--- config.mk ---
export PLATFORM = sky130hd
export DESIGN_NAME = pll_lock_ctrl
export DESIGN_NICKNAME = d
export VERILOG_FILES = /design/src/rtl/pll_ctrl_pkg.sv /design/src/rtl/pll_lock_ctrl_sync_2ff.sv /design/src/rtl/pll_lock_ctrl.sv
export SDC_FILE = /design/constraint.sdc
export NUM_CORES = 1
export LEC_CHECK = 0
export ABC_AREA = 1
export BUFFER_PORTS_ARGS = -buffer_cell sky130_fd_sc_hd__buf_2
export CORE_ASPECT_RATIO = 1.75
export CORE_MARGIN = 3
export CORE_UTILIZATION = 30
export CTS_CLUSTER_SIZE = 25
export DETAILED_ROUTE_END_ITERATION = 10
export GPL_TIMING_DRIVEN = 0
export PLACE_DENSITY = 0.58
export SLEW_MARGIN = 20
export SYNTH_ARGS = -nofsm -noshare
export SYNTH_HDL_FRONTEND = slang
export SYNTH_HIERARCHICAL = 1
export SYNTH_SLANG_ARGS = --single-unit
--- constraint.sdc ---
create_clock -name clk -period 2.85 [get_ports clk]
set_input_delay 0.285 -clock clk [delete_from_list [all_inputs] [get_ports clk]]
set_output_delay 0.285 -clock clk [all_outputs]
set_load 0.02 [all_outputs]
--- src/rtl/pll_ctrl_pkg.sv ---
// pll_ctrl_pkg: shared definitions for the PLL lock controller.
//   pll_state_t  - sequencer states
//   SYNC_STAGES  - depth of the pll_lock synchronizer
//   LOSS_W       - width of the saturating lock-loss counter
//   max3()       - helper used to size the shared phase counter
package pll_ctrl_pkg;

  typedef enum logic [2:0] {
    RESET_HOLD,
    WAIT_LOCK,
    SETTLE,
    RUN,
    FAIL
  } pll_state_t;

  localparam int unsigned SYNC_STAGES = 2;
  localparam int unsigned LOSS_W      = 8;

  function automatic int unsigned max3(input int unsigned a,
                                       input int unsigned b,
                                       input int unsigned c);
    int unsigned m;
    m = (a > b) ? a : b;
    return (m > c) ? m : c;
  endfunction

endpackage

--- src/rtl/pll_lock_ctrl_sync_2ff.sv ---
// sync_2ff: multi-flop synchronizer for a single asynchronous bit.
// Ports:
//   clk   - destination clock
//   rst_n - asynchronous active-low reset (chain clears to 0)
//   d_i   - asynchronous input
//   q_o   - synchronized output, STAGES cycles of latency
module sync_2ff #(
  parameter int unsigned STAGES = 2
) (
  input  logic clk,
  input  logic rst_n,
  input  logic d_i,
  output logic q_o
);

  logic [STAGES-1:0] sync_q;

  always_ff @(posedge clk or negedge rst_n) begin
    if (!rst_n) begin
      sync_q <= '0;
    end else begin
      sync_q <= {sync_q[STAGES-2:0], d_i};
    end
  end

  assign q_o = sync_q[STAGES-1];

endmodule

--- src/rtl/pll_lock_ctrl.sv ---
// pll_lock_ctrl: sequencer for the iCE40UP PLL primitive. Pulses the PLL
// reset, waits for a stable LOCK, qualifies the output clock, recovers from
// lock loss and gives up after MAX_RETRIES failed attempts.
// Optional feature macro: PLL_LOCK_CTRL_DELAY_EN adds the dynamic-delay
// request port group (dly_req/dly_val/dly_ack) with re-qualification.
// Ports:
//   clk, rst_n  - free-running controller clock, async active-low reset
//   pll_lock    - PLL LOCK (asynchronous, synchronized internally)
//   restart     - one-cycle pulse forcing a fresh sequence
//   pll_resetb  - PLL RESET (active low)
//   pll_bypass  - PLL BYPASS (only in FAIL when FAIL_BYPASS)
//   pll_delay   - PLL DYNAMICDELAY
//   clk_ok      - PLL output qualified
//   fail        - retries exhausted
//   retry_cnt   - failed attempts in the current sequence
//   loss_cnt    - lock losses seen in RUN, saturating
//   dly_req/dly_val/dly_ack - delay change handshake (macro only)
module pll_lock_ctrl
  import pll_ctrl_pkg::*;
#(
  parameter int unsigned RST_CYCLES    = 16,
  parameter int unsigned LOCK_TIMEOUT  = 4096,
  parameter int unsigned SETTLE_CYCLES = 256,
  parameter int unsigned MAX_RETRIES   = 3,
  parameter logic [3:0]  DELAY_INIT    = 4'd0,
  parameter bit          FAIL_BYPASS   = 1'b1
) (
  input  logic              clk,
  input  logic              rst_n,
  input  logic              pll_lock,
  input  logic              restart,
  output logic              pll_resetb,
  output logic              pll_bypass,
  output logic [3:0]        pll_delay,
  output logic              clk_ok,
  output logic              fail,
  output logic [1:0]        retry_cnt,
  output logic [LOSS_W-1:0] loss_cnt
`ifdef PLL_LOCK_CTRL_DELAY_EN
  ,
  input  logic              dly_req,
  input  logic [3:0]        dly_val,
  output logic              dly_ack
`endif
);

  localparam int unsigned CNT_MAX = max3(RST_CYCLES, LOCK_TIMEOUT, SETTLE_CYCLES);
  localparam int unsigned CNT_W   = $clog2(CNT_MAX + 1);

  pll_state_t        state_q, state_d;
  logic [CNT_W-1:0]  cnt_q, cnt_d;
  logic [1:0]        retry_q, retry_d;
  logic [LOSS_W-1:0] loss_q, loss_d;
  logic              resetb_q, resetb_d;
  logic              bypass_q, bypass_d;
  logic              clk_ok_q, clk_ok_d;
  logic              fail_q, fail_d;
  logic              lock_s;

`ifdef PLL_LOCK_CTRL_DELAY_EN
  logic [3:0]        delay_q, delay_d;
  logic              pend_q, pend_d;
  logic              ack_q, ack_d;
`endif

  sync_2ff #(
    .STAGES (SYNC_STAGES)
  ) u_lock_sync (
    .clk   (clk),
    .rst_n (rst_n),
    .d_i   (pll_lock),
    .q_o   (lock_s)
  );

  always_comb begin
    state_d = state_q;
    retry_d = retry_q;
    loss_d  = loss_q;
`ifdef PLL_LOCK_CTRL_DELAY_EN
    delay_d = delay_q;
    pend_d  = pend_q;
    ack_d   = 1'b0;
`endif

    case (state_q)
      RESET_HOLD: begin
        if (cnt_q == CNT_W'(RST_CYCLES - 1)) state_d = WAIT_LOCK;
      end
      WAIT_LOCK: begin
        if (lock_s) begin
          state_d = SETTLE;
        end else if (cnt_q == CNT_W'(LOCK_TIMEOUT - 1)) begin
          retry_d = retry_q + 2'd1;
          state_d = (retry_d == 2'(MAX_RETRIES)) ? FAIL : RESET_HOLD;
        end
      end
      SETTLE: begin
        if (!lock_s) begin
          state_d = WAIT_LOCK;
        end else if (cnt_q == CNT_W'(SETTLE_CYCLES - 1)) begin
          state_d = RUN;
          retry_d = '0;
        end
      end
      RUN: begin
        if (!lock_s) begin
          loss_d  = (loss_q == '1) ? loss_q : loss_q + 1'b1;
          state_d = RESET_HOLD;
        end
`ifdef PLL_LOCK_CTRL_DELAY_EN
        // The ack cycle is excluded so a requester still holding dly_req
        // while it sees dly_ack does not launch a second change.
        else if (dly_req && !ack_q) begin
          delay_d = dly_val;
          pend_d  = 1'b1;
          state_d = SETTLE;
        end
`endif
      end
      FAIL:    state_d = FAIL;
      default: state_d = RESET_HOLD;
    endcase

    // restart wins over anything decided above, including a loss count
    // or a delay acceptance in the same cycle.
    if (restart) begin
      state_d = RESET_HOLD;
      retry_d = '0;
      loss_d  = loss_q;
`ifdef PLL_LOCK_CTRL_DELAY_EN
      delay_d = delay_q;
      pend_d  = pend_q;
`endif
    end

`ifdef PLL_LOCK_CTRL_DELAY_EN
    if (pend_q && state_d == RUN && state_q != RUN) begin
      ack_d  = 1'b1;
      pend_d = 1'b0;
    end
`endif

    if (restart || state_d != state_q) begin
      cnt_d = '0;
    end else if (state_q inside {RESET_HOLD, WAIT_LOCK, SETTLE}) begin
      cnt_d = cnt_q + CNT_W'(1);
    end else begin
      cnt_d = cnt_q;
    end

    // Outputs are registered from the next state so they change on the
    // same edge as the state itself.
    resetb_d = state_d inside {WAIT_LOCK, SETTLE, RUN};
    clk_ok_d = (state_d == RUN);
    fail_d   = (state_d == FAIL);
    bypass_d = (state_d == FAIL) && FAIL_BYPASS;
  end

  always_ff @(posedge clk or negedge rst_n) begin
    if (!rst_n) begin
      state_q  <= RESET_HOLD;
      cnt_q    <= '0;
      retry_q  <= '0;
      loss_q   <= '0;
      resetb_q <= 1'b0;
      bypass_q <= 1'b0;
      clk_ok_q <= 1'b0;
      fail_q   <= 1'b0;
`ifdef PLL_LOCK_CTRL_DELAY_EN
      delay_q  <= DELAY_INIT;
      pend_q   <= 1'b0;
      ack_q    <= 1'b0;
`endif
    end else begin
      state_q  <= state_d;
      cnt_q    <= cnt_d;
      retry_q  <= retry_d;
      loss_q   <= loss_d;
      resetb_q <= resetb_d;
      bypass_q <= bypass_d;
      clk_ok_q <= clk_ok_d;
      fail_q   <= fail_d;
`ifdef PLL_LOCK_CTRL_DELAY_EN
      delay_q  <= delay_d;
      pend_q   <= pend_d;
      ack_q    <= ack_d;
`endif
    end
  end

  assign pll_resetb = resetb_q;
  assign pll_bypass = bypass_q;
  assign clk_ok     = clk_ok_q;
  assign fail       = fail_q;
  assign retry_cnt  = retry_q;
  assign loss_cnt   = loss_q;
`ifdef PLL_LOCK_CTRL_DELAY_EN
  assign pll_delay  = delay_q;
  assign dly_ack    = ack_q;
`else
  assign pll_delay  = DELAY_INIT;
`endif

endmodule

**Yosys cells after proc, flatten, opt, wreduce, memory -nomap -nowiden**

Cells that the tools add are included.

- Memory bits (read-only): 0
- Memories: 0
- RAM bits: 0
- Bits of input ports: 4
- Word-level logic and storage cells: 57
- Flip-flop bits (word level): 31
- Output and inout port bits: 18
- Bits in latches: 0

- Bitwise operators: 3
- $lt $le $gt $ge: 0
- Shifts and indexed selects: 0
- $add $sub $neg: 3
- Reductions and logical operators: 8
- Div/mod/pow operators: 0
- Muxes and demuxes: 17
- Eq/ne operators: 18
- Multiply operators: 0

Operator list:

| cell | count |
|---|---|
| $mux 13 | 2 |
| $mux 3 | 8 |
| $pmux 3 s5 | 1 |
| $add 13x1->13 const B | 1 |
| $eq 13x12->1 const B | 1 |
| $eq 13x4->1 const B | 1 |
| $eq 13x8->1 const B | 1 |
| $eq 3x2->1 const B | 4 |
| $mux 2 | 5 |
| $ne 3x3->1 const B | 3 |
| $reduce_bool 3->1 | 3 |
| $add 8x1->8 const B | 1 |
| $eq 8x8->1 const B | 1 |
| $eq 3x1->1 const B | 2 |
| $eq 3x3->1 const B | 2 |
| $reduce_and 5->1 | 1 |
| $pmux 2 s2 | 1 |
| $reduce_and 4->1 | 1 |
| $logic_not 3->1 | 1 |
| $ne 3x2->1 const B | 1 |
| $ne 3x3->1 | 1 |
| $not 1->1 | 3 |
| $add 2x1->2 const B | 1 |
| $eq 2x2->1 const B | 1 |
| 2 further kinds | 2 |

**Depth between registers and ports, before layout**

- Depth in word-level cells: 10
- Depth in mapped cells: 13
- Mapped depth without buffers: 12

**Cells and area by module**

Netlist, hierarchy kept.

By module, submodules not included:

| module | instances | area an instance (µm²) | cells each | sequential area each (µm²) |
|---|---|---|---|---|
| pll_lock_ctrl | 1 | 1,785.5 | 197 | 725.7 |
| sync_2ff | 1 | 50.0 | 2 | 50.0 |

**Least setup slack after synthesis**

Ideal clock, no wire load.

- Path type: reg2reg
- Start: register cnt_q[1]
- End: register cnt_q[5]
- Arrival: 1,565 ps
- Buffers on the path: 1
- Path slack: 1,161 ps
- Stages on the path, launching flop included: 14
- Required time: 2,726 ps
- Clock period less this slack: 1,689 ps
- Path through: dfrtp_1 ha_1 nand2_2 nor2_2 nand2_4 nor2_4 nor2_2 nor2_2 nand2_2 nand2_2 nand2_2 nand3_4 buf_12 nor2_4

- Cells in the longest elaborated chain, start to end: 8
- Elaborated cells on any way between the ends: 16

RTL lines:

| item | RTL line | RTL |
|---|---|---|
| start, declared | pll_lock_ctrl.sv:51 | `logic [CNT_W-1:0] cnt_q, cnt_d;` |
| start signal, assigned | pll_lock_ctrl.sv:176 | `cnt_q <= cnt_d;` |
| $eq 13x8->1 or $eq 13x12->1 (tied branches) | pll_lock_ctrl.sv:100, pll_lock_ctrl.sv:92 |  |
| $mux 3, on equally long branches | pll_lock_ctrl.sv:100, pll_lock_ctrl.sv:92 |  |
| $mux 3, on equally long branches | pll_lock_ctrl.sv:98, pll_lock_ctrl.sv:90 |  |
| $pmux 3 s5 | pll_lock_ctrl.sv:85 | `case (state_q)` |
| $mux 3 | pll_lock_ctrl.sv:126 | `if (restart) begin` |
| $ne 3x3->1 | pll_lock_ctrl.sv:143 | `if (restart \|\| state_d != state_q) begin` |
| $logic_or 1x1->1 | pll_lock_ctrl.sv:143 |  |
| $mux 13 or $reduce_bool 2->1 (tied branches) | n/a |  |

Several ways; a longest one is shown, not always the timed one. The select of a mux whose other input is x is not followed.
A chain may end at the register's enable or synchronous reset.

**Final worst setup path**

- Start: register cnt_q[1]
- End: register cnt_q[4]

Same word-level chain as after synthesis.

==> results <==
- TritonCTS created 5 clock buffers.
- The proportion of layout cells with a drive suffix above 1 is 33.5%.
- The half-perimeter wire length after detailed placement is 2.58 mm.
- The count of final hold-check violations is 0.
- The cell type with the highest aggregate area in the netlist is dfrtp_1.
- The register-to-register setup slack is 1.0 ns.
- The critical-path maximum fanout is 10.
- Yosys printed 6 warnings.
- For this design the ratio of total power to cell area is 413 nW/um^2.
- The final standard cell count with taps included and fillers excluded is 305.
- The standard cell area after detailed placement is 2030 sq um.
- The worst stage delay on the critical path is 0.37 ns.
- The cell total after placement is 297.
- The arrival time at the worst endpoint is 2.02 ns.
- The floorplan step set the die width to 65.1 um.
- The core region is 5930 sq um.
- For this run, the detailed router's first-pass iteration total came to 4.
- The worst reg-to-reg path cell count is 13.
- 0 antenna diodes ended up in the layout.
- Routability-driven placement finished with a final weighted congestion of 0.809.
- The clock tree from TritonCTS is done.
- Counting flops and latches in the post-synthesis netlist gives 31.
- After clock tree synthesis, the flow added hold-fix buffers numbering 0.
- The H-tree level count is 2.
- Entering global routing, the biggest net connects 32 pins.
- The final wirelength is 3.36 mm.
- Across the whole layout, storage elements account for 776 sq um.
- Synthesis produced 199 cells.
- The filler cells instantiated in the layout total 650.
- Hold timing on the final database bottoms out at a slack of 0.0444 ns.
- The clock passes through at most 2 buffers.
- The final critical delay including setup and external delays is 1.85 ns.
- Based on the critical path, the design can be clocked at up to 540 MHz.
- The post-synthesis cell area is 1840 sq um.
- The worst relative slew slack is 53.2%.
- By area the synthesized netlist is led by dfrtp_1, nor2_4, nand2_1.
- The via count of the first global-routing pass is 1366.
- The area growth from synthesis to layout is 16.0%.
- Setup total negative slack on the finished layout was measured at 0 ns.
- From bottom edge to top edge, the die measures 109 um.
- Setup repair after global routing left no endpoint under its margin.
- For the pin with the worst max-slew slack, the measured transition is 0.702 ns.
- Dividing the final minimum period by the clock period gives 64.9%.
- The critical path's most frequent cell is nand2_2.
- The tightest min-delay check is of the in2async type.
- The cell family with the largest share of critical-path delay is simple AND/OR/NAND/NOR gates.
- The number of buffers and inverters on the critical path is 1.
- The row count is 37.
- The required arrival time at the worst endpoint is 3.02 ns.
- VDD sags by at most 383 uV.
- The routed layout has 1320 vias.
- The share of the Yosys chip area taken by registers is 42.3%.
- The number of setup buffers added after CTS is 0.
- Setup violations remaining at the end of the flow were counted as 0.
- STA classifies the critical path endpoint as a flop.
- Clock skew on the completed layout was measured at 0.00732 ns.
- The final number of max-transition violations was 0.
- Pin placement for this block handled 22 I/O pins.
- The overall global routing resource usage is 11.0%.
- Post-CTS repair changed the size of 0 cells.
- The clock edge transition at the registers on the reported setup and hold paths is 0.06 ns.
- The area share of the largest cell type after synthesis is 42.3%.
- For this block, the initial DRC count from the detailed router was 23.
- The clock root buffer master is clkbuf_8.
- The signal on the critical path passes through ha_1 > nand2_2 > nor2_2 > nand2_4 > nor2_4 > nor2_2 > nor2_2 > nand2_2 > nand2_2 > nand2_2 > nand3_4 > buf_12 > nor2_4.
- The area occupied by multi-input gates is 906 sq um.
- The clock reaches the later pin of the worst-skew pair after 0.28 ns.
- The slowest stage of the critical path belongs to the cell dfrtp_1.
- The number of nets with antenna violations after detailed routing is 0.
- The overall overflow remaining after global route is 0.
- Once the floorplan was initialized, standard cells occupied 31.0% of the core.
- The max-capacitance violation count is 0.
- The initial antenna violation count is 0.
- The number of sinks handled by clock tree synthesis is 31.
- The die covers 7130 sq um.
- At the end of the flow, the number of nets in the layout was 233.
- A synthesized cell averages 9.22 sq um.
- In this run the tool buffered the top-level ports with 17 buffer cells.
- The run finished with clean final reports.
- The count of cell types in the netlist is 30.
- The first-pass GRT wire length is 5.93 mm.
- The post-layout instance area is 2130 sq um.
- For this run, design rule violations remaining after detail routing come to 0.
- The average via count per standard cell is 4.33.
- The number of gates on the worst path with buffers counted is 13.
- The nature of the critical path startpoint is a flop.
- The leakage component of the power is 1.02 nW.
- The type of the worst setup path is reg2reg.
- Dividing the detail-routed wire length by the instance count gives 11.0 um.
cells by family (layout without fill, tap and decap cells):
| logic type | count (synthesis) | count (layout) | share of synthesized area (%) |
|---|---|---|---|
| other cells | 1 | 4 | 0.204 |
| fa+ha+maj | 3 | 3 | 2.05 |
| mux | 1 | 1 | 0.545 |
| buf+inv | 32 | 57 | 9.00 |
| xor+xnor | 17 | 17 | 8.11 |
| compound gates | 9 | 9 | 3.20 |
| flops | 31 | 31 | 42.3 |
| simple gates | 105 | 105 | 34.6 |
per-stage QoR:
stage	setup WS [ns]	util (%)	power, mW
finish	0.999	35.9	0.880
global route	0.819	35.9	0.917
CTS	0.969	35.9	0.899
detailed placement	0.985	34.2	0.511
global placement	0.996	34.2	0.511
floorplan	1.16	-	0.494
per-layer routing:
metal | track usage [%] | routed length (um) | vias up | part of all wire, %
met2 | 20.7 | 1900 | 24 | 56
met4 | 7.12 | 102 | 0 | 3.0
li1 | - | - | 673 | -
met5 | 0 | 0 | - | 0
met1 | 10.5 | 1230 | 615 | 37
met3 | 2.56 | 131 | 8 | 3.9
report_power, final:
group          switching, mW  leakage (nW)  internal (mW)
combinational         0.0343         0.540         0.0175
clock                  0.159        0.0515          0.220
sequential           0.00458         0.426          0.445
synth_stat cells, drive strengths merged:
master  instances
a21oi           5
buf             7
conb            1
dfrtp          31
ha              3
inv            25
mux2i           1
nand2          38
nand3          12
nand4           7
nor2           43
nor3            5
o211ai          1
o21ai           3
xnor2           5
xor2           12
cells in the final DEF, fill, tap and decap left out, drive strengths merged, types with 7 or more instances in the layout:
cell type	count
nand4	7
xor2	12
nand2	38
buf	24
nand3	12
dfrtp	31
nor2	43
clkbuf	8
inv	25
worst register-to-register path, stage by stage, from the launching register on:
cell     delay (ns)
dfrtp_1        0.37
ha_1           0.19
nand2_2        0.10
nor2_2         0.17
nand2_4        0.09
nor2_4         0.13
nor2_2         0.04
nor2_2         0.10
nand2_2        0.07
nand2_2        0.09
nand2_2        0.07
nand3_4        0.09
buf_12         0.19
nor2_4         0.04
sequential cells by signal, indices dropped and copies added (netlist names):
signal	flops
clk_ok	1
state_q	3
cnt_q	13
u_lock_sync/sync_q	2
fail	1
loss_cnt	8
pll_resetb	1
retry_cnt	2
cell type report:
cell class | count | area share (%)
inverters | 25 | 4.52
well taps | 78 | 4.58
multi-input cells | 139 | 42.5
plain buffers | 7 | 3.23
flip-flops and latches | 31 | 36.4
clock buffers | 8 | 4.70
repair buffers | 17 | 4.00
path summary, 6_finish.rpt:
kind                                  startpoint                     to
setup / recovery                        cnt_q[1]               cnt_q[4]
hold / removal                             rst_n                   fail
setup reg to reg                        cnt_q[1]               cnt_q[4]
hold reg to reg            u_lock_sync/sync_q[0]  u_lock_sync/sync_q[1]
max in group asynchronous                  rst_n  u_lock_sync/sync_q[0]
min in group clk                        pll_lock  u_lock_sync/sync_q[0]
Note: power is estimated with default switching activity, not from simulation.
